$ cat config.mk
export PLATFORM = sky130hd
export DESIGN_NAME = bit_scan_ctrl
export DESIGN_NICKNAME = d
export VERILOG_FILES = /design/src/rtl/bit_scan_pkg.sv /design/src/rtl/seq110_det.sv /design/src/rtl/bit_scan_ctrl.sv
export SDC_FILE = /design/constraint.sdc
export NUM_CORES = 1
export LEC_CHECK = 0
export ABC_AREA = 1
export BUFFER_PORTS_ARGS = -buffer_cell sky130_fd_sc_hd__buf_2
export CAP_MARGIN = 20
export CORE_MARGIN = 4
export CORE_UTILIZATION = 52
export CTS_CLUSTER_SIZE = 16
export DETAILED_ROUTE_END_ITERATION = 8
export HOLD_SLACK_MARGIN = 0.08
export PLACE_DENSITY_LB_ADDON = 0.3
export SYNTH_ARGS = -nofsm -noshare
export SYNTH_HDL_FRONTEND = slang
export SYNTH_SLANG_ARGS = --single-unit
$ cat constraint.sdc
create_clock -name clk -period 1.2 [get_ports clk]
set_input_delay 0.06 -clock clk [delete_from_list [all_inputs] [get_ports clk]]
set_output_delay 0.06 -clock clk [all_outputs]
set_load 0.01 [all_outputs]
$ cat src/rtl/bit_scan_pkg.sv
// bit_scan_pkg: shared FSM/detector state types and default word width for the bit scanner
package bit_scan_pkg;
  localparam int DEFAULT_WIDTH = 8;
  typedef enum logic [1:0] {IDLE, SHIFT, REPORT} fsm_t;
  typedef enum logic [1:0] {DET_A = 2'b00, DET_B = 2'b01, DET_C = 2'b10, DET_D = 2'b11} det_t;
endpackage

$ cat src/rtl/seq110_det.sv
// seq110_det: Mealy detector flagging a 0 that follows exactly two consecutive 1s
module seq110_det
  import bit_scan_pkg::*;
(
  input  logic clk,
  input  logic rst,
  input  logic clr,
  input  logic en,
  input  logic inp,
  output logic outp
);
  det_t state_q, state_d;
  always_comb begin
    state_d = clr ? DET_A :
              !en ? state_q :
              !inp ? DET_A :
              state_q == DET_A ? DET_B :
              state_q == DET_B ? DET_C : DET_D;
    outp = en & ~inp & (state_q == DET_C);
  end
  always_ff @(posedge clk) begin
    if (rst) state_q <= DET_A;
    else     state_q <= state_d;
  end
endmodule

$ cat src/rtl/bit_scan_ctrl.sv
// bit_scan_ctrl: shifts a word MSB first through a 110 detector and reports the match count; define BIT_SCAN_CONT_EN to carry detector state across words
module bit_scan_ctrl
  import bit_scan_pkg::*;
#(
  parameter int WIDTH = DEFAULT_WIDTH,
  parameter int CNT_W = $clog2(WIDTH + 1)
) (
  input  logic             clk,
  input  logic             rst,
  input  logic             in_valid,
  input  logic [WIDTH-1:0] in_data,
  output logic             in_ready,
  output logic             busy,
  output logic             done,
  output logic [CNT_W-1:0] match_cnt,
  output logic             match_any
);
  localparam int BW = $clog2(WIDTH + 1);
  fsm_t state_q, state_d;
  logic [WIDTH-1:0] sr_q, sr_d;
  logic [BW-1:0] bit_q, bit_d;
  logic [CNT_W-1:0] cnt_q, cnt_d;
  logic accept, shifting, hit, clr;
  assign in_ready  = state_q == IDLE;
  assign busy      = ~in_ready;
  assign done      = state_q == REPORT;
  assign match_cnt = cnt_q;
  assign match_any = |cnt_q;
  assign accept    = in_valid & in_ready;
  assign shifting  = state_q == SHIFT;
`ifdef BIT_SCAN_CONT_EN
  assign clr = 1'b0;
`else
  assign clr = accept;
`endif
  always_comb begin
    state_d = state_q == IDLE ? (in_valid ? SHIFT : IDLE) :
              state_q == SHIFT ? (bit_q == BW'(WIDTH - 1) ? REPORT : SHIFT) : IDLE;
    sr_d    = accept ? in_data : shifting ? sr_q << 1 : sr_q;
    bit_d   = accept ? '0 : shifting ? bit_q + BW'(1) : bit_q;
    cnt_d   = accept ? '0 : hit ? cnt_q + CNT_W'(1) : cnt_q;
  end
  always_ff @(posedge clk) begin
    if (rst) begin
      state_q <= IDLE;
      sr_q    <= '0;
      bit_q   <= '0;
      cnt_q   <= '0;
    end else begin
      state_q <= state_d;
      sr_q    <= sr_d;
      bit_q   <= bit_d;
      cnt_q   <= cnt_d;
    end
  end
  seq110_det u_det (
    .clk (clk),
    .rst (rst),
    .clr (clr),
    .en  (shifting),
    .inp (sr_q[WIDTH-1]),
    .outp(hit)
  );
endmodule

### After elaboration in Yosys (flattened, before gate mapping)

Index checks and enable logic that the tools add are counted.

* bits of input ports: 11
* output and inout bits: 8
* flip-flop bits (word level): 20

* equality and inequality tests: 5
* mux-type cells: 9
* add/subtract/negate cells: 2
* reductions and logical operators: 5
* bitwise operators: 5

Operators with widths (number)
* 8-bit two-way mux: 2
* 2-bit two-way mux: 5
* 4-bit by 1-bit adder with 4-bit output (second input constant): 2
* 2-bit by 1-bit equality test with 1-bit output (second input constant): 2
* 2-bit equality test (second input constant): 2
* 4-bit by 3-bit equality test with 1-bit output (second input constant): 1
* 2-bit logical NOT: 2
* 4-bit OR reduction: 1
* 1-bit AND: 3
* 1-bit two-way mux: 2
* 1-bit NOT: 2
* 2-bit nonzero test: 1
* 2-bit OR reduction: 1

### Longest topological paths before layout

* word-level depth: 4
* depth in mapped cells: 6
* depth with buffers taken out: 5

### By module

Synthesis repeated with hierarchy kept, for this count alone.

* cells, all modules: 147
* area total of the unflattened synthesis: 1026.0 µm²

Modules (own cells, without submodules)
* bit_scan_ctrl: area each 924.6 µm², instances 1, cells each 130
* seq110_det: area each 101.3 µm², instances 1, cells each 17

### Least setup slack after synthesis

No wires, ideal clock.

* path type: register to register
* start: reg cnt_q[0] (netlist: match_cnt[0])
* end: reg cnt_q[1] (netlist: match_cnt[1])
* library setup time: 0.119 ns
* stages on the path, launching flop included: 5
* buffers on the path: 0
* path slack: 0.189 ns
* data required time: 1.081 ns
* clock period less this slack: 1.011 ns
* arrival time: 0.892 ns
* path through: dfxtp_1 > inv_1 > ha_1 > nand2_1 > a21oi_1

* word-level cells in the longest chain between the ends: 1

RTL lines
* start: declaration: RTL line bit_scan_ctrl.sv:22 `logic [CNT_W-1:0] cnt_q, cnt_d;`
* start signal: assignment: RTL line bit_scan_ctrl.sv:53 `cnt_q <= cnt_d;`
* 4-bit by 1-bit adder with 4-bit output: RTL line bit_scan_ctrl.sv:41 `cnt_d = accept ? '0 : hit ? cnt_q + CNT_W'(1) : cnt_q;`

Every way passes these cells.
A chain may end at the register's enable or synchronous reset.

### Worst setup path in the final report

* start: reg cnt_q[1] (netlist: match_cnt[1])
* end: out match_any

* word-level cells in the longest chain between the ends: 1

RTL lines
* 4-bit OR reduction: RTL line bit_scan_ctrl.sv:28 `assign match_any = |cnt_q;`
* end: declaration: RTL line bit_scan_ctrl.sv:16 `output logic match_any`

Every way passes these cells.

==> results_dict.tcl <==
set metrics [dict create \
    final_cells 181 \
    cts_tree "yes" \
    reg2reg_depth 5 \
    drc 0 \
    grtUsageTotal_pct 18.7 \
    ys_ff_latch 20 \
    total_power_uw 1250 \
    core_area_um2 1590 \
    yosys_warnings 0 \
    grt_max_degree 11 \
    drt-initial-drc-count 28 \
    die_area_um2 2510 \
    peakVddDrop_v 0.00108 \
    grt.overflow.total 0 \
    period_minus_slack_ns 1.14 \
    ant_nets 0 \
    antenna_found_initial 0 \
    stdcell_area_um2 1200 \
    port_buffers 18 \
    fin_skew_ns 0.00339 \
    slew_headroom_pct 78.3 \
    critPathSlowestCell "dfxtp_2" \
    p_switching_uw 342 \
    fp.dieW_um 50.1 \
    arrival_ns 1.08 \
    cts_num_sinks 20 \
    p_int_uw 912 \
    worst_ep_required_time_ns 1.14 \
    num_vias 916 \
    clockRootBuffer "clkbuf_4" \
    synth_fp_nets 139 \
    io_pins 19 \
    startpoint_type "register" \
    p_leak_uw 0.000497 \
    clk_pin_slew_ns 0.11 \
    avgSynthCellArea_um2 7.37 \
    crit_type "reg -> out" \
    syn_inst 125 \
    routed_wl_um 2170 \
    drive_above_1_share_pct 27.4 \
    rows 14 \
    worstPathCellList "inv_1 > ha_2 > nand2_1 > buf_2" \
    htreeDepth 1 \
    cts_buffer_depth 2 \
    placed_area_um2 1040 \
    setup_viol 0 \
    grt_pass1_vias 806 \
    slew_violations 0 \
    nNetsFinal 173 \
    power_density_nw_per_um2 1040 \
    crit_fanout 6 \
    mostFrequentLayoutCells "nand2_1, buf_2, dfxtp_1" \
    synthDistinctLibCells 21 \
    timing.critical_path.to_type "output pin" \
    fin_crit_sh_pct 95.0 \
    die_h_um 50.1 \
    gp_congestion 0.799 \
    worst_pin_slew_ns 0.325 \
    placed_cells 166 \
    whs_ns 0.118 \
    p_seq_share_pct 57.3 \
    vias_per_cell 5.06 \
    cpPeakStageDelay_ns 0.39 \
    worstHoldPathType "in -> reg" \
    syn-cell-area_um2 921 \
    syn2layout_area_growth_pct 30.4 \
    layout_commonest_cell "nand2_1" \
    status "finished clean" \
    drt_pass1_iterations 4 \
    grt_pass1_wl_um 3480 \
    maxCapViolCount 0 \
    place.detailed.hpwl_um 1370 \
    power.share.clock_pct 25.3 \
    switching_share_pct 27.2 \
    clk_latency_ns 0.30 \
    fmax_mhz 877 \
    wl_per_cell_um 12.0 \
    start_util_pct 57.8 \
    n_antenna_cell 0 \
    p_comb_share_pct 17.4 \
    finalHoldViolCount 0 \
    seq_area_frac_synth_pct 43.5 \
    holdPathStages 3 \
    cts_made_buffers 3 \
]
-- through the flow --
step	utilization (%)	TNS, ns	worst slack [ns]
3_5_place_dp	65.1	0	0.105
4_1_cts	73.3	0	0.0157
5_1_grt	75.4	-0.0185	-0.0185
6_report	75.4	0	0.0597
3_3_place_gp	65.1	0	0.167
2_1_floorplan	-	0	0.189
-- power groups by stage --
stage	clock, uW	sequential, uW	combinational, uW
2_1_floorplan	0	726	123
3_3_place_gp	0	730	168
3_5_place_dp	0	731	173
4_1_cts	316	717	207
5_1_grt	350	723	242
6_report	317	719	219
-- path summary, 6_finish.rpt --
path | start | end | slack (ns)
worst max-delay path | match_cnt[1] | match_any | 0.06
worst min-delay path | in_valid | sr_q[0] | 0.12
worst max register to register | state_q[0] | sr_q[4] | 0.11
worst min register to register | bit_q[3] | state_q[1] | 0.48
-- critical path, delay by kind of cell (launching register included) --
kind	cells	cell delay, ns
buf+inv	2	0.18
fa+ha+maj	1	0.16
simple gates	1	0.06
flops	1	0.39
-- layer usage --
metal / vias to the layer above / GRT usage [%] / routed length (um)
li1: 475 / - / -
met1: 413 / 22.2 / 972
met2: 24 / 29.3 / 1030
met3: 4 / 6.93 / 140
met4: 0 / 8.76 / 34
met5: - / 0 / 0
-- final cells by class --
type	count	area [um^2]
Multi-Input combinational cell	89	464
Sequential cell	20	410
Fill cell	112	393
Timing Repair Buffer	33	229
Inverter	12	45.0
Tap cell	24	30.0
Clock buffer	3	22.5
-- cells in the mapped netlist (all sizes together) --
master	n	area, um^2
a21oi	7	35.0
a31oi	7	43.8
buf	4	26.3
dfxtp	20	400
ha	3	37.5
inv	12	45.0
nand2	36	140
nand3	14	70.1
nand4	1	6.26
nor2	11	43.8
nor3	2	10.0
nor3b	1	7.51
nor4	1	12.5
o21ai	3	18.8
o22ai	1	6.26
xor2	2	17.5
-- cells by family after synthesis --
logic type | count (synthesis) | share of synthesized area [%]
AO/OA/AOI/OAI | 18 | 11.3
adder cells (fa/ha/maj) | 3 | 4.08
buffers and inverters | 16 | 7.74
flip-flops | 20 | 43.5
AND/OR/NAND/NOR | 66 | 31.5
XOR/XNOR | 2 | 1.90
-- sequential cells by signal, indices dropped and copies added (netlist names) --
name	cells
bit_q	4
u_det.state_q	2
state_q	2
sr_q	8
match_cnt	4
-- repair_timing --
action / 4_1_cts / 5_1_grt
hold buffers: 9 / 0
pin swaps: 0 / 1
setup buffers: 2 / 1
endpoints found under the setup margin: 3 / 7
hold endpoints to repair: 8 / 0
gates resized for setup: 3 / 11
Note: power is estimated with default switching activity, not from simulation.
